==> config.mk <==
export PLATFORM = sky130hd
export DESIGN_NAME = snek_dir_ctrl_flat
export DESIGN_NICKNAME = d
export VERILOG_FILES = /design/src/rtl/snek_dir_ctrl_if.sv /design/src/rtl/snek_dir_ctrl.sv /design/src/flat_wrapper.sv
export SDC_FILE = /design/constraint.sdc
export NUM_CORES = 1
export LEC_CHECK = 0
export CORE_ASPECT_RATIO = 1.5
export CORE_MARGIN = 2
export CORE_UTILIZATION = 40
export DETAILED_ROUTE_END_ITERATION = 8
export GPL_TIMING_DRIVEN = 1
export PLACE_DENSITY = 0.63
export SLEW_MARGIN = 20
export SYNTH_ARGS = -nofsm -noshare
export SYNTH_HDL_FRONTEND = slang
export SYNTH_SLANG_ARGS = --single-unit
==> constraint.sdc <==
create_clock -name clk -period 4.4 [get_ports clk]
set_input_delay 0.66 -clock clk [delete_from_list [all_inputs] [get_ports clk]]
set_output_delay 0.66 -clock clk [all_outputs]
set_load 0.02 [all_outputs]
==> src/rtl/snek_dir_ctrl_if.sv <==
// Button/frame/run inputs and direction outputs of the snake direction controller.
interface snek_dir_ctrl_if;
  logic [3:0] buttons;
  logic       frame_clk;
  logic       run;
  logic [1:0] dir;
  logic       dir_changed;
  logic [3:0] btn_level;

  modport master (
    output buttons, frame_clk, run,
    input  dir, dir_changed, btn_level
  );

  modport slave (
    input  buttons, frame_clk, run,
    output dir, dir_changed, btn_level
  );
endinterface

==> src/rtl/snek_dir_ctrl.sv <==
// Snake direction controller: button sync/debounce/press detect, reversal filter, frame-aligned commit.
// Define SNEK_DIR_CTRL_TURN_QUEUE_EN to replace the single pending slot with a 2-entry turn FIFO.
module snek_dir_ctrl #(
  parameter int unsigned DEBOUNCE_CYCLES = 250000,
  parameter int unsigned CTR_W           = 18
) (
  input  logic            clk,
  input  logic            rst,
  snek_dir_ctrl_if.slave  bus
);

  localparam logic [CTR_W-1:0] CNT_LAST = CTR_W'(DEBOUNCE_CYCLES - 1);

  logic [3:0]       btn_s1, btn_s2, lvl, lvl_d;
  logic [CTR_W-1:0] cnt [4];
  logic             fc_s1, fc_s2, fc_d;
  logic [1:0]       dir_q, dir_n;
  logic             chg_q;

  logic [3:0] press;
  logic       req_v, fe, accept;
  logic [1:0] req, tail;

  // Input synchronisers, per-bit debounce and frame_clk edge history
  always_ff @(posedge clk or negedge rst) begin
    if (!rst) begin
      btn_s1 <= '0;
      btn_s2 <= '0;
      lvl    <= '0;
      lvl_d  <= '0;
      fc_s1  <= 1'b0;
      fc_s2  <= 1'b0;
      fc_d   <= 1'b0;
      for (int i = 0; i < 4; i++) cnt[i] <= '0;
    end else begin
      btn_s1 <= bus.buttons;
      btn_s2 <= btn_s1;
      lvl_d  <= lvl;
      fc_s1  <= bus.frame_clk;
      fc_s2  <= fc_s1;
      fc_d   <= fc_s2;
      for (int i = 0; i < 4; i++) begin
        if (btn_s2[i] == lvl[i]) begin
          cnt[i] <= '0;
        end else if (cnt[i] == CNT_LAST) begin
          cnt[i] <= '0;
          lvl[i] <= ~lvl[i];
        end else begin
          cnt[i] <= cnt[i] + CTR_W'(1);
        end
      end
    end
  end

  assign press = lvl & ~lvl_d;
  assign fe    = fc_s2 & ~fc_d;

  // Simultaneous presses resolve left > right > up > down
  always_comb begin
    req   = 2'd0;
    req_v = |press;
    if      (press[1]) req = 2'd0;
    else if (press[0]) req = 2'd1;
    else if (press[2]) req = 2'd2;
    else if (press[3]) req = 2'd3;
  end

  assign accept = req_v && (req != tail) && (req != (tail ^ 2'b01));

`ifdef SNEK_DIR_CTRL_TURN_QUEUE_EN
  logic [1:0] q0, q1, q0_n, q1_n, q_cnt, q_cnt_n, fill;
  logic       pop;

  assign tail = (q_cnt == 2'd2) ? q1 : (q_cnt == 2'd1) ? q0 : dir_q;
  assign pop  = fe && (q_cnt != 2'd0);

  always_comb begin
    dir_n   = dir_q;
    q0_n    = q0;
    q1_n    = q1;
    q_cnt_n = q_cnt;
    fill    = q_cnt - 2'(pop);
    if (!bus.run) begin
      q_cnt_n = 2'd0;
      if (req_v) dir_n = req;
    end else begin
      if (pop) begin
        dir_n = q0;
        q0_n  = q1;
      end
      // Push lands behind whatever survives this cycle's pop
      if (accept && fill != 2'd2) begin
        if (fill == 2'd0) q0_n = req;
        else              q1_n = req;
        fill = fill + 2'd1;
      end
      q_cnt_n = fill;
    end
  end

  always_ff @(posedge clk or negedge rst) begin
    if (!rst) begin
      q0    <= 2'd0;
      q1    <= 2'd0;
      q_cnt <= 2'd0;
    end else begin
      q0    <= q0_n;
      q1    <= q1_n;
      q_cnt <= q_cnt_n;
    end
  end
`else
  logic [1:0] pend, pend_n;
  logic       pend_v, pend_v_n;

  assign tail = pend_v ? pend : dir_q;

  always_comb begin
    dir_n    = dir_q;
    pend_n   = pend;
    pend_v_n = pend_v;
    if (!bus.run) begin
      pend_v_n = 1'b0;
      if (req_v) dir_n = req;
    end else begin
      if (fe && pend_v) begin
        dir_n    = pend;
        pend_v_n = 1'b0;
      end
      // A coincident request was checked against the old tail and lands for the next frame
      if (accept) begin
        pend_n   = req;
        pend_v_n = 1'b1;
      end
    end
  end

  always_ff @(posedge clk or negedge rst) begin
    if (!rst) begin
      pend   <= 2'd0;
      pend_v <= 1'b0;
    end else begin
      pend   <= pend_n;
      pend_v <= pend_v_n;
    end
  end
`endif

  // Registered direction and change pulse
  always_ff @(posedge clk or negedge rst) begin
    if (!rst) begin
      dir_q <= 2'd0;
      chg_q <= 1'b0;
    end else begin
      dir_q <= dir_n;
      chg_q <= (dir_n != dir_q);
    end
  end

  assign bus.dir         = dir_q;
  assign bus.dir_changed = chg_q;
  assign bus.btn_level   = lvl;

endmodule

==> src/flat_wrapper.sv <==
// flat-port wrapper written by rule: the top's interface ports become plain ports
module snek_dir_ctrl_flat 
#(
  parameter int unsigned DEBOUNCE_CYCLES = 250000,
  parameter int unsigned CTR_W           = 18
)
  (clk, rst, bus_buttons, bus_frame_clk, bus_run, bus_dir, bus_dir_changed, bus_btn_level);
  snek_dir_ctrl_if bus_i ();
  input  logic clk;
  input  logic rst;
  input wire logic [$bits(bus_i.buttons)-1:0] bus_buttons;
  input wire logic [$bits(bus_i.frame_clk)-1:0] bus_frame_clk;
  input wire logic [$bits(bus_i.run)-1:0] bus_run;
  output wire logic [$bits(bus_i.dir)-1:0] bus_dir;
  output wire logic [$bits(bus_i.dir_changed)-1:0] bus_dir_changed;
  output wire logic [$bits(bus_i.btn_level)-1:0] bus_btn_level;
  assign bus_i.buttons = bus_buttons;
  assign bus_i.frame_clk = bus_frame_clk;
  assign bus_i.run = bus_run;
  assign bus_dir = bus_i.dir;
  assign bus_dir_changed = bus_i.dir_changed;
  assign bus_btn_level = bus_i.btn_level;
  snek_dir_ctrl #(.DEBOUNCE_CYCLES(DEBOUNCE_CYCLES), .CTR_W(CTR_W)) u_core (.clk(clk), .rst(rst), .bus(bus_i));
endmodule
== Yosys cells after proc, flatten, opt, wreduce, memory -nomap -nowiden ==
Index checks and enable logic that the tools add are counted.
Storage, ports and cells
  flip-flop bits (word level): 97
  output and inout bits: 7
Cells by class
  add/sub/neg operators: 4
  equality and inequality tests: 12
  mux-type cells: 19
  bitwise gates (word level): 13
  reductions and logical operators: 9
Operators by type and width (number)
  $mux W18: 8
  $add A18 B1 Y18 const B: 4
  $eq A18 B18 Y1 const B: 4
  $mux W2: 8
  $not A1 Y1: 10
  $reduce_and A2 Y1: 5
  $ne A2 B2 Y1: 3
  $and A4 B4 Y4: 1
  $eq A1 B1 Y1: 4
  $not A4 Y4: 1
  $reduce_or A4 Y1: 1
  $logic_and A1 B1 Y1: 3
  $mux W1: 3
  $ne A3 B1 Y1 const B: 1
  $and A1 B1 Y1: 1

== Logic depth before layout (Yosys ltp) ==
Gate-level depths: netlist of run 1.
  word-level depth: 11
  depth in mapped cells: 6
  mapped depth without buffers: 5

== Worst setup path after synthesis of run 1 ==
OpenSTA, ideal clock, no wires.
  path kind: reg2reg
  start: reg u_core.cnt[28] (netlist bit)
  end: reg u_core.cnt[26] (netlist bit)
  library setup time: 122 ps
  arrival: 1777 ps
  path slack: 2502 ps
  stages on the path, launching flop included: 6
  clock period less this slack: 1898 ps
  cell sequence: dfrtp_1 nor4_1 nand2_1 o41ai_2 buf_2 nor2_1
On the way
  word-level cells in the longest chain between the ends: 3
RTL lines
  from (decl): RTL line snek_dir_ctrl.sv:15  | logic [CTR_W-1:0] cnt [4];
  from (signal, indexed assignment): RTL line snek_dir_ctrl.sv:49  | cnt[i] <= cnt[i] + CTR_W'(1);
  $eq A18 B18 Y1: RTL line snek_dir_ctrl.sv:45  | end else if (cnt[i] == CNT_LAST) begin
  $mux W18: RTL line snek_dir_ctrl.sv:45
  $mux W18: RTL line snek_dir_ctrl.sv:43  | if (btn_s2[i] == lvl[i]) begin
No other way between the ends.
A chain may end at the register's enable or synchronous reset.

== Worst setup path in the final report of run 1 ==
  start: reg u_core.dir_q[1] (netlist: u_core.bus.dir[1])
  end: out bus_dir[1]
RTL lines
  from (decl): RTL line snek_dir_ctrl.sv:17  | logic [1:0] dir_q, dir_n;
  from (signal assigned): RTL line snek_dir_ctrl.sv:155  | dir_q <= dir_n;
  to (decl): RTL line flat_wrapper.sv:14  | output wire logic [$bits(bus_i.dir)-1:0] bus_dir;
No word-level cell between the ends.

==> results of run 1 <==
[worst paths after layout]
check / depth (start not counted) / startpoint / end
setup reg to reg: 5 / u_core.cnt[54]$_DFF_PN0_ / u_core.cnt[57]$_DFF_PN0_
setup / recovery: 1 / u_core.bus.dir[1]$_DFF_PN0_ / bus_dir[1]
min in group asynchronous: 1 / rst / u_core.cnt[24]$_DFF_PN0_
max in group asynchronous: 2 / rst / u_core.bus.btn_level[0]$_DFFE_PN0P_
hold reg to reg: 0 / u_core.btn_s1[3]$_DFF_PN0_ / u_core.btn_s2[3]$_DFF_PN0_
hold / removal: 0 / u_core.btn_s1[3]$_DFF_PN0_ / u_core.btn_s2[3]$_DFF_PN0_
[per-layer routing]
| metal | share of wire, % | up-vias | global-route usage [%] |
|---|---|---|---|
| met4 | 2.6 | 0 | 7.46 |
| met5 | 0 | - | 0 |
| met1 | 41 | 1678 | 18.1 |
| met3 | 2.6 | 15 | 3.67 |
| li1 | - | 1649 | - |
| met2 | 54 | 45 | 28.3 |
[registers in the layout, indices dropped and copies added (netlist names)]
signal,cells
u_core.btn_s1,4
u_core.bus.dir,2
u_core.pend,2
u_core.bus.dir_changed,1
u_core.fc_d,1
u_core.cnt,72
u_core.fc_s1,1
u_core.fc_s2,1
u_core.btn_s2,4
u_core.lvl_d,4
u_core.bus.btn_level,4
u_core.pend_v,1
[power by group]
group          total [mW]  switching [mW]  internal, mW
sequential          0.929          0.0198         0.910
combinational      0.0854          0.0521        0.0332
clock               0.736           0.323         0.413
total                1.75           0.395          1.36
[cell families after synthesis]
family                   share of synthesized area [%]
AO/OA/AOI/OAI                                     6.49
XOR/XNOR                                          11.7
adder cells (fa/ha/maj)                           1.08
buffers and inverters                             1.84
flip-flops                                        52.5
multiplexers                                      1.92
AND/OR/NAND/NOR                                   24.5
[layout make-up]
type	instances	area, µm²
Fill cell	1112	6180
Sequential cell	97	2430
Multi-Input combinational cell	335	2120
Clock buffer	12	256
Tap cell	150	188
Timing Repair Buffer	17	160
Inverter	15	56.3
Clock inverter	4	27.5
[layout by cell type (no fill, tap or decap), types with 2 or more instances in the layout]
master and instances:
sky130_fd_sc_hd__a21oi_1 10, sky130_fd_sc_hd__a31o_2 2, sky130_fd_sc_hd__a31oi_1 3, sky130_fd_sc_hd__and3_1 4
sky130_fd_sc_hd__and4_1 3, sky130_fd_sc_hd__buf_4 4, sky130_fd_sc_hd__clkbuf_16 9, sky130_fd_sc_hd__clkbuf_8 2
sky130_fd_sc_hd__clkdlybuf4s50_1 13, sky130_fd_sc_hd__clkinvlp_4 3, sky130_fd_sc_hd__dfrtp_1 97, sky130_fd_sc_hd__ha_1 4
sky130_fd_sc_hd__inv_1 15, sky130_fd_sc_hd__mux2_2 7, sky130_fd_sc_hd__nand2_1 26, sky130_fd_sc_hd__nand2b_1 6
sky130_fd_sc_hd__nand3_1 23, sky130_fd_sc_hd__nand4_1 23, sky130_fd_sc_hd__nor2_1 81, sky130_fd_sc_hd__nor2b_1 5
sky130_fd_sc_hd__nor3_1 10, sky130_fd_sc_hd__nor4_1 24, sky130_fd_sc_hd__nor4b_1 2, sky130_fd_sc_hd__o21ai_0 10
sky130_fd_sc_hd__o31ai_1 3, sky130_fd_sc_hd__o41ai_2 2, sky130_fd_sc_hd__or3_1 2, sky130_fd_sc_hd__or4_1 2
sky130_fd_sc_hd__xnor2_1 45, sky130_fd_sc_hd__xor2_1 17
==> PnR_summary.wiki, run 1 <==
{| class="wikitable"
! Metric !! Value
|-
| Run status || completed
|-
| P per Cell Area || 335 mW/mm²
|-
| Overall power after layout || 1.75 mW
|-
| Total DRC errors in the routed layout || 0
|-
| Floorplan row count || 48
|-
| Number of nets in the layout || 487
|-
| Number of antenna violations at the first check in global routing || 0
|-
| Kind of path behind the tightest hold check || reg2reg
|-
| Latest clock arrival within the worst-skew pair || 340 ps
|-
| Drt via density || 5.38
|-
| Final core area utilization || a little under half
|-
| Launching element type of the critical path || flop
|-
| DIE WIDTH || 91.8 µm
|-
| Number of antenna diodes || 0
|-
| Path type of the worst setup path || reg2out
|-
| Most instantiated library cell after synthesis || sky130_fd_sc_hd__dfrtp_1
|-
| Post-CTS sizing || 0
|-
| Final period demand of the worst path || approximately 2200 ps
|-
| Global router's overall resource usage || 16.0%
|-
| Final hold vios || 0
|-
| Maximum clock path buffer count || 2
|-
| Placed Area || 0.00495 mm²
|-
| Detailed Routing Iterations Pass 1 || 5
|-
| Synth Flop Type || sky130_fd_sc_hd__dfrtp_1
|-
| Worst EP required || approximately 3700 ps
|-
| Critical path, cell by cell || clkdlybuf4s50_1
|-
| Residual antenna-violating net count after detailed routing || 0
|-
| Top cell family by delay on the critical path || buffers and inverters
|-
| Leading post-synthesis cells by instance count || 97 x sky130_fd_sc_hd__dfrtp_1, 81 x sky130_fd_sc_hd__nor2_1, 45 x sky130_fd_sc_hd__xnor2_1
|-
| Synthesized area per cell || 10.2 µm²
|-
| Top cell type's share of synthesized area || a little over half
|-
| Worst-case headroom to the max-slew limit || approximately 37%
|-
| Clock tree from TritonCTS || built
|-
| Maximum Capacitance Violations || 0
|-
| Clock Sinks || 97
|-
| Post-route standard cell area excluding fillers || 0.00523 mm²
|-
| Violation count after the first detailed-route iteration || 116
|-
| Yosys reg bits || 97
|-
| Global-route wire length before repair || between 15,000 and 20,000 µm
|-
| Depth of the CTS H-tree || 3
|-
| Slack of the critical path || 2210 ps
|-
| Peak Freq || 457 MHz
|-
| Count of buffering cells on the critical path with inverters included || 1
|-
| Synthesized netlist cell count || 454
|-
| Gpl congestion || around 0.85
|-
| Clk_skew || 7.78 ps
|-
| Standby leakage power || 2.08 nW
|-
| Worst-path cell with the longest stage delay || sky130_fd_sc_hd__clkdlybuf4s50_1
|-
| Core box area || 0.0114 mm²
|-
| Die Footprint || roughly 0.012 mm²
|-
| Initial standard-cell utilization of the core || 40.5%
|-
| Synthesized netlist net count || 466
|-
| Final standard cell count with taps included and fillers excluded || 630
|-
| Post-synth design cell area || 0.00463 mm²
|-
| Final setup violation count || 0
|-
| Final wirelength || 9040 µm
|-
| Kind of end point of the critical path || output pin
|-
| Count of flip-flops with a built-in enable after synthesis || 0
|-
| Final-layout worst hold slack || 348 ps
|-
| HPWL after detailed placement || 6370 µm
|-
| Final Slew Violations || 0
|-
| Synth async-reset ratio || 100%
|-
| Die extent in y || 136 µm
|-
| Delay of the slowest cell on the worst path || 670 ps
|-
| Crit path DAT || 1530 ps
|-
| Highest net fanout along the worst path || 9
|-
| Maximum number of pins on one net before global-route repair || 65
|-
| Peak supply drop || ~0.00018 V
|-
| Cell count after placement || 614
|-
| Via count of the first global-routing pass || approximately 3.5k
|-
| Area Overhead vs Synth || 13.1%
|-
| Count of different cell masters after synthesis || 48
|-
| Share of synthesized area occupied by flip-flops and latches || 52.5%
|-
| Number of buffers inserted for hold repair after clock tree synthesis || 0
|-
| Setup bufs post-CTS || 0
|-
| Largest cells by area after synthesis || sky130_fd_sc_hd__dfrtp_1 52%, sky130_fd_sc_hd__xnor2_1 8.5%, sky130_fd_sc_hd__nor2_1 6.6%
|-
| CTS buffer count || 9
|-
| Worst Tran Pin Value || 934 ps
|-
| Cell chosen for the clock root || sky130_fd_sc_hd__clkbuf_16
|-
| Via total after detailed routing || 3,387
|-
| Ratio of cells with drive above 1 in the final layout || 7.71%
|-
| Unrepaired setup endpoints after global routing || false
|-
| Warning count from the yosys run || 0
|-
| Per-cell routed wire length || 14.3 µm
|-
| Register-to-Register Setup Slack || 2260 ps
|-
| Overall overflow remaining after global route || 0
|-
| Setup_tns || 0 ps
|-
| Port bufs || 14
|-
| Ratio of final minimum period to clock period || 49.7%
|-
| Worst slack after detailed placement || 2210 ps
|-
| Library cell occupying the most area in the post-synthesis netlist || sky130_fd_sc_hd__dfrtp_1
|-
| # IOs || 15
|-
| Clock-pin slew reported for the worst setup and hold paths after clock tree synthesis || roughly 70 ps
|}
No activity file was read; power rests on OpenSTA's default activity.
==> inputs of run 2 (changes only) <==
--- a/config.mk
+++ b/config.mk
@@ -10,7 +10,7 @@
 export CORE_UTILIZATION = 40
 export DETAILED_ROUTE_END_ITERATION = 8
 export GPL_TIMING_DRIVEN = 1
-export PLACE_DENSITY = 0.63
+export PLACE_DENSITY = 0.65
 export SLEW_MARGIN = 20
 export SYNTH_ARGS = -nofsm -noshare
 export SYNTH_HDL_FRONTEND = slang
==> constraint.sdc (replaced) <==
create_clock -name clk -period 1.82 [get_ports clk]
set_input_delay 0.273 -clock clk [delete_from_list [all_inputs] [get_ports clk]]
set_output_delay 0.273 -clock clk [all_outputs]
set_load 0.02 [all_outputs]
==> PnR_summary.wiki, run 2 (same netlist as run 1, synthesis figures left out) <==
{| class="wikitable"
! Metric !! Value
|-
| Area of combinational cells with multiple inputs || 0.00217 mm² (+2.4%)
|-
| Final-layout worst hold slack || 350 ps (+1.33 ps)
|-
| Sequential Power Share || 52.4% (-0.7 points)
|-
| Clock Sinks || 97 (unchanged)
|-
| Latest clock arrival within the worst-skew pair || 340 ps (about the same)
|-
| # IOs || 15 (unchanged)
|-
| Routed length on met3 || 236 µm (+1.7%)
|-
| Commonest non-fill, non-tap cells in the layout || 96 x sky130_fd_sc_hd__dfrtp_1, 81 x sky130_fd_sc_hd__nor2_1, 45 x sky130_fd_sc_hd__xnor2_1, 36 x sky130_fd_sc_hd__buf_4, 26 x sky130_fd_sc_hd__nand2_1
|-
| Placed Area || 0.00522 mm² (+5.4%)
|-
| Clk_skew || 4.13 ps (-3.66 ps)
|-
| Final period demand of the worst path || 1770 ps
|-
| Wire length the detailed router placed on met1 || 3940 µm (+6.0%)
|-
| Standby leakage power || 2.29 nW (+10%)
|-
| Peak Freq || 565 MHz
|-
| Area taken by flip-flops and latches || 0.00243 mm² (about the same)
|-
| CTS buffer count || 9 (unchanged)
|-
| Setup_tns || 0 ps (unchanged)
|-
| Port bufs || 14 (unchanged)
|-
| Launching element type of the critical path || flop
|-
| Final hold vios || 0 (unchanged)
|-
| Number of antenna diodes || 0 (unchanged)
|-
| Gpl congestion || 0.917 (+8.5%)
|-
| DIE WIDTH || 91.8 µm (unchanged)
|-
| Run status || completed
|-
| Worst Tran Pin Value || 491 ps (-443 ps)
|-
| Power Internal || 3.31 mW (+140%)
|-
| HPWL after detailed placement || 6650 µm (+4.3%)
|-
| Filler Cell Count || 1,061 (-4.6%)
|-
| Kind of end point of the critical path || flop
|-
| Final wirelength || 9290 µm (+2.7%)
|-
| Final Slew Violations || 0 (unchanged)
|-
| Maximum number of pins on one net before global-route repair || 50 (-23%)
|-
| Worst EP required || 2090 ps (-1650 ps)
|-
| Share of power burned in the clock network || 41.9% (about the same)
|-
| DR WL met2 || 4860 µm (+0.12%)
|-
| Clock-pin slew reported for the worst setup and hold paths after clock tree synthesis || 60 ps (about the same)
|-
| Area Overhead vs Synth || 20.0%
|-
| Highest net fanout along the worst path || 5 (-4)
|-
| Global-route wire length before repair || 16,400 µm (+3.2%)
|-
| Total DRC errors in the routed layout || 0 (unchanged)
|-
| Global router's overall resource usage || 16.2% (+0.27 points)
|-
| Via count of the first global-routing pass || 3,693 (+4.9%)
|-
| Peak supply drop || 0.000446 V (+140%)
|-
| Gate power share || 5.7% (+0.8 points)
|-
| Worst-case headroom to the max-slew limit || 66.4% (+29 points)
|-
| Depth of the CTS H-tree || 3 (unchanged)
|-
| Violation count after the first detailed-route iteration || 158 (+36%)
|-
| Maximum clock path buffer count || 2 (unchanged)
|-
| Die extent in y || 136 µm (unchanged)
|-
| Floorplan row count || 48 (unchanged)
|-
| Register with the highest flop count || u_core.cnt
|-
| Drt via density || 5.27 (-1.9%)
|-
| Switching Share || 22.6% (+0.085 points)
|-
| Die Footprint || 0.0125 mm² (unchanged)
|-
| Ratio of cells with drive above 1 in the final layout || 14.6% (+6.9 points)
|-
| Path type of the worst setup path || reg2reg
|-
| Crit path DAT || 2040 ps (+510 ps)
|-
| Most common library cell in the layout ignoring fill and taps || sky130_fd_sc_hd__dfrtp_1
|-
| Flip-flop count of the largest register after layout || 72 (unchanged)
|-
| Via total after detailed routing || 3,502 (+3.4%)
|-
| Maximum Capacitance Violations || 0 (unchanged)
|-
| Number of nets in the layout || 521 (+7.0%)
|-
| Overall overflow remaining after global route || 0 (unchanged)
|-
| Final setup violation count || 0 (unchanged)
|-
| Number of antenna violations at the first check in global routing || 0 (unchanged)
|-
| Initial standard-cell utilization of the core || 40.5% (unchanged)
|-
| Cell chosen for the clock root || sky130_fd_sc_hd__clkbuf_16
|-
| Highest Signal Layer || met4
|-
| Power dissipated by switching net loads || 967 µW (+140%)
|-
| Unrepaired setup endpoints after global routing || true
|-
| Ratio of final minimum period to clock period || 97.2%
|-
| Clock tree from TritonCTS || built
|-
| Core box area || 0.0114 mm² (unchanged)
|-
| Residual antenna-violating net count after detailed routing || 0 (unchanged)
|-
| P per Cell Area || 769 mW/mm² (+130%)
|-
| Kind of path behind the tightest hold check || reg2reg
|-
| Detailed Routing Iterations Pass 1 || 4 (-1)
|-
| Per-cell routed wire length || 14.0 µm (-2.5%)
|-
| Post-route standard cell area excluding fillers || 0.00555 mm² (+6.1%)
|}
run 2: through the flow:
| stage | total power [mW] | std cells | worst slack (ps) | utilization (%) |
|---|---|---|---|---|
| 2_1_floorplan | 2.39 | 454 | 6.48 | - |
| 6_report | 4.27 | 664 | 51.5 | 48.7 |
| 3_3_place_gp | 2.52 | 645 | 82.6 | 45.7 |
| 4_1_cts | 4.34 | 662 | 18.3 | 48.3 |
| 3_5_place_dp | 2.53 | 645 | 29.4 | 45.7 |
| 5_1_grt | 4.47 | 664 | 3.54 | 48.7 |
run 2: final timing paths:
kind | startpoint | to | slack, ps | cells past startpoint
worst max register to register | u_core.cnt[26]$_DFF_PN0_ | u_core.cnt[33]$_DFF_PN0_ | 50 | 4
worst min register to register | u_core.btn_s1[1]$_DFF_PN0_ | u_core.btn_s2[1]$_DFF_PN0_ | 350 | 0
worst max-delay path | u_core.cnt[26]$_DFF_PN0_ | u_core.cnt[33]$_DFF_PN0_ | 50 | 4
max in group asynchronous | rst | u_core.pend[0]$_DFFE_PN0P_ | 790 | 3
worst min-delay path | u_core.btn_s1[1]$_DFF_PN0_ | u_core.btn_s2[1]$_DFF_PN0_ | 350 | 0
min in group asynchronous | rst | u_core.cnt[32]$_DFF_PN0_ | 440 | 2
run 2: power groups by stage:
stage                     combinational, mW  clock [mW]  sequential, mW
after global routing                  0.279        1.95            2.24
after detailed placement              0.248           0            2.28
after CTS                             0.251        1.85            2.24
after global placement                0.243           0            2.28
after floorplan                       0.111           0            2.28
final                                 0.245        1.79            2.24
run 2: what timing repair did:
| action | 4_1_cts | 5_1_grt |
|---|---|---|
| endpoints found under the setup margin | 0 | 6 |
| hold endpoints to repair | 31 | 0 |
| gates resized for setup | 0 | 5 |
| hold buffers | 1 | 0 |
| buffers inserted | 0 | 2 |
run 2: metal layers:
metal / track usage [%] / up-vias
met2: 28.6 / 42
met5: 0 / -
met4: 8.62 / 0
met1: 18.6 / 1724
li1: - / 1720
met3: 3.23 / 16
run 2: area by class of cell:
| type | instances | share of cell area, % |
|---|---|---|
| clock inverters | 4 | 0.473 |
| flip-flops and latches | 97 | 43.7 |
| multi-input cells | 335 | 39.0 |
| repair buffers | 51 | 7.75 |
| well taps | 150 | 3.38 |
| clock buffers | 12 | 4.62 |
| inverters | 15 | 1.01 |
run 2: worst max-delay path, cell delays in order, from the launching register on:
cell and delay (ps):
sky130_fd_sc_hd__dfrtp_1 410, sky130_fd_sc_hd__nand4_4 90, sky130_fd_sc_hd__or4_4 560, sky130_fd_sc_hd__or4b_4 500, sky130_fd_sc_hd__a21oi_2 140
==> inputs of run 3 (changes only) <==
--- a/config.mk
+++ b/config.mk
@@ -5,6 +5,8 @@
 export SDC_FILE = /design/constraint.sdc
 export NUM_CORES = 1
 export LEC_CHECK = 0
+export ABC_CLOCK_PERIOD_IN_PS = 1820
+export CAP_MARGIN = 15
 export CORE_ASPECT_RATIO = 1.5
 export CORE_MARGIN = 2
 export CORE_UTILIZATION = 40
==> results of run 3 <==
Same layout as run 2: the final DEF is identical, and so are final timing and power.
